File: src/rtl/sc_test_sequencer_if.sv
// ============================================================================
// Module   : sc_test_sequencer_if
// Purpose  : Bundle of config, memory and register-file access, and status
//            signals between the test sequencer (slave) and its environment
//            (master).
// Options  : SEQ_WATCH_EN adds watch_data / watch_chg.
// Revision : 1.0 - initial release
// ============================================================================
`default_nettype none

interface sc_test_sequencer_if #(
  parameter int DATA_W   = 32,
  parameter int MEM_AW   = 8,
  parameter int REG_AW   = 5,
  parameter int NUM_INIT = 8,
  parameter int NUM_CHK  = 8,
  parameter int CYC_W    = 16
);
  localparam int MAX_TBL = (NUM_INIT > NUM_CHK) ? NUM_INIT : NUM_CHK;
  localparam int IDX_W   = (MAX_TBL > 1) ? $clog2(MAX_TBL) : 1;
  localparam int FF_W    = $clog2(NUM_CHK) + 1;

  logic              cfg_we;
  logic [1:0]        cfg_sel;
  logic [IDX_W-1:0]  cfg_idx;
  logic              cfg_tgt;
  logic [MEM_AW-1:0] cfg_addr;
  logic [DATA_W-1:0] cfg_data;
  logic              start;
  logic              cpu_rst;
  logic              dm_we;
  logic [MEM_AW-1:0] dm_addr;
  logic [DATA_W-1:0] dm_wdata;
  logic [DATA_W-1:0] dm_rdata;
  logic [REG_AW-1:0] rf_raddr;
  logic [DATA_W-1:0] rf_rdata;
  logic              busy;
  logic              done;
  logic              pass;
  logic [7:0]        fail_cnt;
  logic [FF_W-1:0]   first_fail;
`ifdef SEQ_WATCH_EN
  logic [DATA_W-1:0] watch_data;
  logic [CYC_W-1:0]  watch_chg;
`endif

  // Sequencer side
  modport slave (
    input  cfg_we, cfg_sel, cfg_idx, cfg_tgt, cfg_addr, cfg_data, start,
    input  dm_rdata, rf_rdata,
`ifdef SEQ_WATCH_EN
    input  watch_data,
    output watch_chg,
`endif
    output cpu_rst, dm_we, dm_addr, dm_wdata, rf_raddr,
    output busy, done, pass, fail_cnt, first_fail
  );

  // Host / datapath side
  modport master (
    output cfg_we, cfg_sel, cfg_idx, cfg_tgt, cfg_addr, cfg_data, start,
    output dm_rdata, rf_rdata,
`ifdef SEQ_WATCH_EN
    output watch_data,
    input  watch_chg,
`endif
    input  cpu_rst, dm_we, dm_addr, dm_wdata, rf_raddr,
    input  busy, done, pass, fail_cnt, first_fail
  );
endinterface

`default_nettype wire

File: src/rtl/sc_test_sequencer.sv
// ============================================================================
// Module   : sc_test_sequencer
// Purpose  : Hardware bring-up sequencer for the single-cycle datapath:
//            hold reset + preload dmem, run N cycles, read back and compare
//            dmem/regfile words against an expect table.
// Config   : cfg_sel=2 packs cfg_data as
//            {.., n_init[CNT_I-1:0], n_chk[CNT_C-1:0], run_cyc[CYC_W-1:0]}
//            (LSB first: run_cyc, then n_chk, then n_init).
// Options  : SEQ_WATCH_EN adds a RUN-phase change counter on watch_data.
// Revision : 1.0 - initial release
// ============================================================================
`default_nettype none

module sc_test_sequencer #(
  parameter int DATA_W   = 32,
  parameter int MEM_AW   = 8,
  parameter int REG_AW   = 5,
  parameter int NUM_INIT = 8,
  parameter int NUM_CHK  = 8,
  parameter int CYC_W    = 16
) (
  input  wire logic          clk,
  input  wire logic          rst,
  sc_test_sequencer_if.slave bus
);
  localparam int MAX_TBL = (NUM_INIT > NUM_CHK) ? NUM_INIT : NUM_CHK;
  localparam int IDX_W   = (MAX_TBL > 1) ? $clog2(MAX_TBL) : 1;
  localparam int FF_W    = $clog2(NUM_CHK) + 1;
  localparam int CNT_I   = $clog2(NUM_INIT) + 1;
  localparam int CNT_C   = $clog2(NUM_CHK) + 1;
  localparam logic [CYC_W-1:0] ONE = CYC_W'(1);

  typedef enum logic [2:0] {
    S_IDLE    = 3'd0,
    S_HOLD    = 3'd1,
    S_PRELOAD = 3'd2,
    S_RUN     = 3'd3,
    S_CHECK   = 3'd4,
    S_DONE    = 3'd5
  } state_t;

  state_t state, next_state;

  // Tables (not reset) and sequence counts
  logic [MEM_AW-1:0] init_addr [NUM_INIT];
  logic [DATA_W-1:0] init_data [NUM_INIT];
  logic              chk_tgt   [NUM_CHK];
  logic [MEM_AW-1:0] chk_addr  [NUM_CHK];
  logic [DATA_W-1:0] chk_data  [NUM_CHK];
  logic [CNT_I-1:0]  n_init;
  logic [CNT_C-1:0]  n_chk;
  logic [CYC_W-1:0]  run_cyc;

  logic [CYC_W-1:0]  cnt;
  logic [IDX_W-1:0]  idx;
  logic [CYC_W-1:0]  n_init_w, n_chk_w;
  logic              cmp_vld;
  logic [IDX_W-1:0]  cmp_idx;
  logic [DATA_W-1:0] cmp_obs;
  logic              cmp_bad;
  logic [7:0]        fail_cnt;
  logic [FF_W-1:0]   first_fail;
  logic              idle_or_done;
  logic              start_ok;
  logic              cfg_ok;
  logic [CNT_I-1:0]  cfg_n_init;
  logic [CNT_C-1:0]  cfg_n_chk;

  assign idx          = cnt[IDX_W-1:0];
  assign n_init_w     = CYC_W'(n_init);
  assign n_chk_w      = CYC_W'(n_chk);
  assign idle_or_done = (state == S_IDLE) || (state == S_DONE);
  assign start_ok     = bus.start && idle_or_done;
  assign cfg_ok       = bus.cfg_we && idle_or_done;
  assign cfg_n_chk    = bus.cfg_data[CYC_W +: CNT_C];
  assign cfg_n_init   = bus.cfg_data[CYC_W + CNT_C +: CNT_I];
  assign cmp_obs      = chk_tgt[cmp_idx] ? bus.rf_rdata : bus.dm_rdata;
  assign cmp_bad      = cmp_vld && (cmp_obs != chk_data[cmp_idx]);

  assign bus.pass       = (state == S_DONE) && (fail_cnt == 8'd0);
  assign bus.fail_cnt   = fail_cnt;
  assign bus.first_fail = first_fail;

  // State register
  always_ff @(posedge clk) begin
    if (rst) state <= S_IDLE;
    else     state <= next_state;
  end

  // Next-state decode and per-state datapath/memory controls
  always_comb begin
    next_state   = state;
    bus.cpu_rst  = 1'b1;
    bus.dm_we    = 1'b0;
    bus.dm_addr  = '0;
    bus.dm_wdata = '0;
    bus.rf_raddr = '0;
    bus.busy     = 1'b0;
    bus.done     = 1'b0;
    case (state)
      S_IDLE: begin
        if (bus.start) next_state = S_HOLD;
      end
      S_HOLD: begin
        bus.busy = 1'b1;
        if (cnt == ONE) begin
          if (n_init != '0)        next_state = S_PRELOAD;
          else if (run_cyc != '0)  next_state = S_RUN;
          else                     next_state = S_CHECK;
        end
      end
      S_PRELOAD: begin
        bus.busy     = 1'b1;
        bus.dm_we    = 1'b1;
        bus.dm_addr  = init_addr[idx];
        bus.dm_wdata = init_data[idx];
        if (cnt == n_init_w - ONE)
          next_state = (run_cyc != '0) ? S_RUN : S_CHECK;
      end
      S_RUN: begin
        // dm_addr held constant at zero while the core owns the memory
        bus.busy    = 1'b1;
        bus.cpu_rst = 1'b0;
        if (cnt == run_cyc - ONE) next_state = S_CHECK;
      end
      S_CHECK: begin
        bus.busy = 1'b1;
        if (cnt < n_chk_w) begin
          bus.dm_addr  = chk_addr[idx];
          bus.rf_raddr = chk_addr[idx][REG_AW-1:0];
        end
        if (cnt == n_chk_w) next_state = S_DONE;
      end
      S_DONE: begin
        bus.done = 1'b1;
        if (bus.start) next_state = S_HOLD;
      end
      default: next_state = S_IDLE;
    endcase
  end

  // Phase counter: restarts on every state change, so it never wraps
  always_ff @(posedge clk) begin
    if (rst)                       cnt <= '0;
    else if (next_state != state)  cnt <= '0;
    else if (bus.busy)             cnt <= cnt + ONE;
  end

  // One-cycle compare pipeline: read issued now, compared next cycle
  always_ff @(posedge clk) begin
    if (rst) begin
      cmp_vld <= 1'b0;
      cmp_idx <= '0;
    end else begin
      cmp_vld <= (state == S_CHECK) && (cnt < n_chk_w);
      cmp_idx <= idx;
    end
  end

  // Mismatch accounting; first_fail latches only while no failure is recorded
  always_ff @(posedge clk) begin
    if (rst || start_ok) begin
      fail_cnt   <= '0;
      first_fail <= '1;
    end else if (cmp_bad) begin
      if (fail_cnt != 8'hFF) fail_cnt <= fail_cnt + 8'd1;
      if (fail_cnt == 8'd0)  first_fail <= FF_W'(cmp_idx);
    end
  end

  // Sequence counts, clamped to table depth on write
  always_ff @(posedge clk) begin
    if (rst) begin
      n_init  <= '0;
      n_chk   <= '0;
      run_cyc <= '0;
    end else if (cfg_ok && bus.cfg_sel == 2'd2) begin
      n_init  <= (cfg_n_init > CNT_I'(NUM_INIT)) ? CNT_I'(NUM_INIT) : cfg_n_init;
      n_chk   <= (cfg_n_chk  > CNT_C'(NUM_CHK))  ? CNT_C'(NUM_CHK)  : cfg_n_chk;
      run_cyc <= bus.cfg_data[CYC_W-1:0];
    end
  end

  // Table storage survives reset so a test can be re-run after rst
  always_ff @(posedge clk) begin
    if (!rst && cfg_ok) begin
      if (bus.cfg_sel == 2'd0 && int'(bus.cfg_idx) < NUM_INIT) begin
        init_addr[bus.cfg_idx] <= bus.cfg_addr;
        init_data[bus.cfg_idx] <= bus.cfg_data;
      end
      if (bus.cfg_sel == 2'd1 && int'(bus.cfg_idx) < NUM_CHK) begin
        chk_tgt[bus.cfg_idx]  <= bus.cfg_tgt;
        chk_addr[bus.cfg_idx] <= bus.cfg_addr;
        chk_data[bus.cfg_idx] <= bus.cfg_data;
      end
    end
  end

`ifdef SEQ_WATCH_EN
  logic [DATA_W-1:0] watch_prev;
  logic [CYC_W-1:0]  watch_cnt;

  assign bus.watch_chg = watch_cnt;

  // Count RUN cycles where the tapped register differs from the prior cycle
  always_ff @(posedge clk) begin
    if (rst) begin
      watch_prev <= '0;
      watch_cnt  <= '0;
    end else begin
      watch_prev <= bus.watch_data;
      if (start_ok)
        watch_cnt <= '0;
      else if (state == S_RUN && bus.watch_data != watch_prev && watch_cnt != '1)
        watch_cnt <= watch_cnt + ONE;
    end
  end
`endif

endmodule

`default_nettype wire

File: src/flat_wrapper.sv
// flat-port wrapper written by rule: the top's interface ports become plain ports
module sc_test_sequencer_flat 
#(
  parameter int DATA_W   = 32,
  parameter int MEM_AW   = 8,
  parameter int REG_AW   = 5,
  parameter int NUM_INIT = 8,
  parameter int NUM_CHK  = 8,
  parameter int CYC_W    = 16
)
  (clk, rst, bus_cfg_we, bus_cfg_sel, bus_cfg_idx, bus_cfg_tgt, bus_cfg_addr, bus_cfg_data, bus_start, bus_dm_rdata, bus_rf_rdata, bus_cpu_rst, bus_dm_we, bus_dm_addr, bus_dm_wdata, bus_rf_raddr, bus_busy, bus_done, bus_pass, bus_fail_cnt, bus_first_fail);
  sc_test_sequencer_if #(.DATA_W(DATA_W), .MEM_AW(MEM_AW), .REG_AW(REG_AW), .NUM_INIT(NUM_INIT), .NUM_CHK(NUM_CHK), .CYC_W(CYC_W)) bus_i ();
  input  wire logic clk;
  input  wire logic rst;
  input wire logic [$bits(bus_i.cfg_we)-1:0] bus_cfg_we;
  input wire logic [$bits(bus_i.cfg_sel)-1:0] bus_cfg_sel;
  input wire logic [$bits(bus_i.cfg_idx)-1:0] bus_cfg_idx;
  input wire logic [$bits(bus_i.cfg_tgt)-1:0] bus_cfg_tgt;
  input wire logic [$bits(bus_i.cfg_addr)-1:0] bus_cfg_addr;
  input wire logic [$bits(bus_i.cfg_data)-1:0] bus_cfg_data;
  input wire logic [$bits(bus_i.start)-1:0] bus_start;
  input wire logic [$bits(bus_i.dm_rdata)-1:0] bus_dm_rdata;
  input wire logic [$bits(bus_i.rf_rdata)-1:0] bus_rf_rdata;
  output wire logic [$bits(bus_i.cpu_rst)-1:0] bus_cpu_rst;
  output wire logic [$bits(bus_i.dm_we)-1:0] bus_dm_we;
  output wire logic [$bits(bus_i.dm_addr)-1:0] bus_dm_addr;
  output wire logic [$bits(bus_i.dm_wdata)-1:0] bus_dm_wdata;
  output wire logic [$bits(bus_i.rf_raddr)-1:0] bus_rf_raddr;
  output wire logic [$bits(bus_i.busy)-1:0] bus_busy;
  output wire logic [$bits(bus_i.done)-1:0] bus_done;
  output wire logic [$bits(bus_i.pass)-1:0] bus_pass;
  output wire logic [$bits(bus_i.fail_cnt)-1:0] bus_fail_cnt;
  output wire logic [$bits(bus_i.first_fail)-1:0] bus_first_fail;
  assign bus_i.cfg_we = bus_cfg_we;
  assign bus_i.cfg_sel = bus_cfg_sel;
  assign bus_i.cfg_idx = bus_cfg_idx;
  assign bus_i.cfg_tgt = bus_cfg_tgt;
  assign bus_i.cfg_addr = bus_cfg_addr;
  assign bus_i.cfg_data = bus_cfg_data;
  assign bus_i.start = bus_start;
  assign bus_i.dm_rdata = bus_dm_rdata;
  assign bus_i.rf_rdata = bus_rf_rdata;
  assign bus_cpu_rst = bus_i.cpu_rst;
  assign bus_dm_we = bus_i.dm_we;
  assign bus_dm_addr = bus_i.dm_addr;
  assign bus_dm_wdata = bus_i.dm_wdata;
  assign bus_rf_raddr = bus_i.rf_raddr;
  assign bus_busy = bus_i.busy;
  assign bus_done = bus_i.done;
  assign bus_pass = bus_i.pass;
  assign bus_fail_cnt = bus_i.fail_cnt;
  assign bus_first_fail = bus_i.first_fail;
  sc_test_sequencer #(.DATA_W(DATA_W), .MEM_AW(MEM_AW), .REG_AW(REG_AW), .NUM_INIT(NUM_INIT), .NUM_CHK(NUM_CHK), .CYC_W(CYC_W)) u_core (.clk(clk), .rst(rst), .bus(bus_i));
endmodule
File: config.mk
export PLATFORM = sky130hd
export DESIGN_NAME = sc_test_sequencer_flat
export DESIGN_NICKNAME = d
export VERILOG_FILES = /design/src/rtl/sc_test_sequencer_if.sv /design/src/rtl/sc_test_sequencer.sv /design/src/flat_wrapper.sv
export SDC_FILE = /design/constraint.sdc
export NUM_CORES = 1
export LEC_CHECK = 0
export BUFFER_PORTS_ARGS = -buffer_cell sky130_fd_sc_hd__buf_2
export CORE_ASPECT_RATIO = 1.4
export CORE_MARGIN = 8
export CORE_UTILIZATION = 60
export CTS_CLUSTER_SIZE = 8
export DETAILED_ROUTE_END_ITERATION = 12
export PLACE_DENSITY = 0.79
export SETUP_SLACK_MARGIN = 0.5
export SYNTH_ARGS = -nofsm -noshare
export SYNTH_HDL_FRONTEND = slang
export SYNTH_SLANG_ARGS = --single-unit
File: constraint.sdc
create_clock -name clk -period 5.9 [get_ports clk]
set_input_delay 0.885 -clock clk [delete_from_list [all_inputs] [get_ports clk]]
set_output_delay 0.885 -clock clk [all_outputs]
set_load 0.03 [all_outputs]
==> impl_metrics.yaml <==
critical_path:
  critPathRequiredTime_ns: 6.44
  worstPathCellList: "mux2i_1 > mux4_2 > mux2i_1 > xnor2_1 > nand4_1 > nor4_1 > buf_4 > a21o_1 > or3_1 > mux2i_1"
  end_kind: "flip-flop"
  path_max_fanout: 32
  critPathKind: "flip-flop to flip-flop"
  worst_setup_path_start_kind: "flip-flop"
  slowest_stage: "mux4_2"
  cp.arrival_ns: 5.27
  max_stage_delay_ns: 1.00
  cp_common_cell: "mux2i_1"
timing:
  fin_skew_ns: 0.0153
  rsz0062_at_grt: "false"
  holdWs_ns: 0.476
  finalSetupTns_ns: 0
  slew_viol_final: 0
  fin_crit_sh_pct: 80.2
  final-hold-violation-count: 0
  relSlewSlack_pct: 29.8
  tightest_slew_ns: 1.05
  fmax_mhz: 211
  setup_viol: 0
  min_period_ns: 4.73
power_and_ir_drop:
  power_density_nw_per_um2: 351
  leakage_nw: 10.6
  total_power_mw: 11.6
  vdd_drop_max_v: 0.000236
floorplanning:
  initial_core_util_pct: 60.6
  fp.dieArea_sq_um: 54900
  coreArea_sq_um: 47000
  io_pins: 176
  die_w_um: 200
  fp.dieH_um: 274
  fp-row-count: 94
layout:
  drive_gt1_share_pct: 28.1
  mostFrequentLayoutCell: "edfxtp_1"
  syn2layout_area_growth_pct: 15.7
  post-route-util_pct: 70.1
  layout.nets: 1881
  nFillCells: 2813
  layout_common_cells: "648 x edfxtp_1, 175 x buf_2, 161 x mux4_2"
status:
  status: "finished clean"
grt:
  grt_antenna_before_repair: 8
  grtUsageTotal_pct: 24.7
  grt_pass1_wl_um: 102000
  grt_pass1_vias: 16399
  grt_max_degree: 66
  grt_overflow_total: 0
clock_tree:
  cts_setup_buffers: 0
  clk_pin_slew_ns: 0.05
  cts_max_path_buffers: 3
  cts-resized-gates: 0
  clock-root-buffer: "clkbuf_16"
  numCtsBuffers: 98
  cts_tree: "yes"
  clkLatencyLatePin_ns: 0.61
  cts_hold_buffers: 0
  htree_levels: 3
  clock-sinks: 710
placement:
  place_hpwl_um: 38800
  gp_congestion: 0.808
  io_buffers: 175
yosys:
  synth.cell_area_sq_um: 28500
  yosysSeqAreaShare_pct: 72.6
  async_flop_share_pct: 0
  synthCells: 1525
  syn_nets: 1650
  yosysWarnings: 0
  synth_edf_count: 648
  synth_ff_type: "edfxtp_1"
  ys_ff_latch: 710
  synth_cell_types: 51
  syn_area_per_cell_sq_um: 18.7
detailed_routing:
  drtIter0Drc: 1617
  ant_nets: 0
  routedWlPerCell_um: 28.2
  drc: 0
  routed_wl_um: 68500
  via_count: 15622
  vias_per_cell: 6.43
  dr.pass1.iters: 5
job:
  drv_cap: 0
hold_path:
  hold_path_class: "flip-flop to flip-flop"
-- Yosys cell counts (3+ instances only) --
| master | count | area (sq um) |
|---|---|---|
| nand2_1 | 67 | 251 |
| buf_4 | 6 | 45.0 |
| inv_1 | 15 | 56.3 |
| nor3_1 | 14 | 70.1 |
| nand2b_1 | 10 | 62.6 |
| a21o_1 | 4 | 30.0 |
| o22ai_1 | 9 | 56.3 |
| mux2i_1 | 120 | 1200 |
| xor2_1 | 18 | 158 |
| nand3b_1 | 5 | 37.5 |
| nand4_1 | 16 | 100 |
| a31oi_1 | 3 | 18.8 |
| a21oi_1 | 43 | 215 |
| and3_1 | 4 | 25.0 |
| xnor2_1 | 56 | 490 |
| edfxtp_1 | 648 | 19500 |
| a211oi_1 | 3 | 22.5 |
| buf_2 | 5 | 25.0 |
| clkbuf_1 | 46 | 173 |
| ha_1 | 11 | 138 |
| buf_1 | 18 | 67.6 |
| buf_6 | 3 | 33.8 |
| dfxtp_1 | 62 | 1240 |
| nor2_1 | 93 | 349 |
| nor2b_1 | 6 | 37.5 |
| nand3_1 | 13 | 65.1 |
| and2_1 | 4 | 25.0 |
| nor4_1 | 15 | 93.8 |
| or3_1 | 6 | 37.5 |
| nor3b_1 | 9 | 67.6 |
| o21ai_0 | 8 | 40.0 |
| mux4_2 | 161 | 3630 |
-- cell families after synthesis --
logic type               synth area share (%)
XOR/XNOR                                 2.27
AO/OA/AOI/OAI                            1.69
multiplexers                             17.0
adder cells (fa/ha/maj)                 0.482
AND/OR/NAND/NOR                          4.64
buffers and inverters                    1.40
flip-flops                               72.6
-- metal layers --
layer | GRT usage, % | up-vias | wire, um
li1 | - | 6541 | -
met1 | 30.1 | 8025 | 25200
met2 | 42.3 | 891 | 35300
met3 | 5.09 | 163 | 5410
met4 | 11.7 | 2 | 2660
met5 | 0 | - | 11
-- worst paths after layout --
path                                  from                        to  slack (ns)  depth (start not counted)
setup reg to reg         u_core.cmp_idx[0]    u_core.bus.fail_cnt[5]        1.17                         10
setup / recovery         u_core.cmp_idx[0]    u_core.bus.fail_cnt[5]        1.17                         10
hold / removal    u_core.bus.first_fail[3]  u_core.bus.first_fail[3]        0.48                          2
hold reg to reg   u_core.bus.first_fail[3]  u_core.bus.first_fail[3]        0.48                          2
-- worst max-delay path: cells and delay by family (launching register included) --
kind | cells | cell delay, ns
buf+inv | 1 | 0.26
flops | 1 | 0.67
xor+xnor | 1 | 0.33
compound gates | 1 | 0.23
mux | 4 | 1.79
simple gates | 3 | 1.32
-- power breakdown --
group | total (mW) | internal [mW] | switching (mW)
clock network | 5.06 | 3.08 | 1.98
logic | 0.922 | 0.440 | 0.483
registers | 5.61 | 5.53 | 0.0833
-- final cells by class --
class / count / area (sq um) / area share, %
clock buffers: 138 / 2670 / 8.08
well taps: 624 / 781 / 2.37
clock inverters: 4 / 70.1 / 0.212
diodes: 7 / 17.5 / 0.0531
repair buffers: 209 / 1140 / 3.47
multi-input cells: 722 / 7540 / 22.9
flip-flops and latches: 710 / 20700 / 62.8
inverters: 15 / 56.3 / 0.171
-- registers in the layout, indices dropped and copies added, names as in the netlist, named ones only --
signal and flops:
u_core.chk_tgt 8, u_core.cnt 16, u_core.n_init 4, u_core.init_addr 64
u_core.n_chk 4, u_core.bus.fail_cnt 8, u_core.chk_data 256, u_core.run_cyc 16
u_core.state 3, u_core.cmp_idx 3, u_core.chk_addr 64, u_core.cmp_vld 1
u_core.bus.first_fail 4, u_core.init_data 256
-- metrics by stage --
step | instance area (sq um) | setup slack, ns | std cells
after global routing | 33000 | 0.977 | 2428
after floorplan | 28500 | 0.793 | 1525
after detailed placement | 30200 | 1.36 | 2280
final | 33000 | 1.17 | 2429
after CTS | 33000 | 1.08 | 2422
after global placement | 30200 | 1.42 | 2280
(Power assumes the default switching activity.)
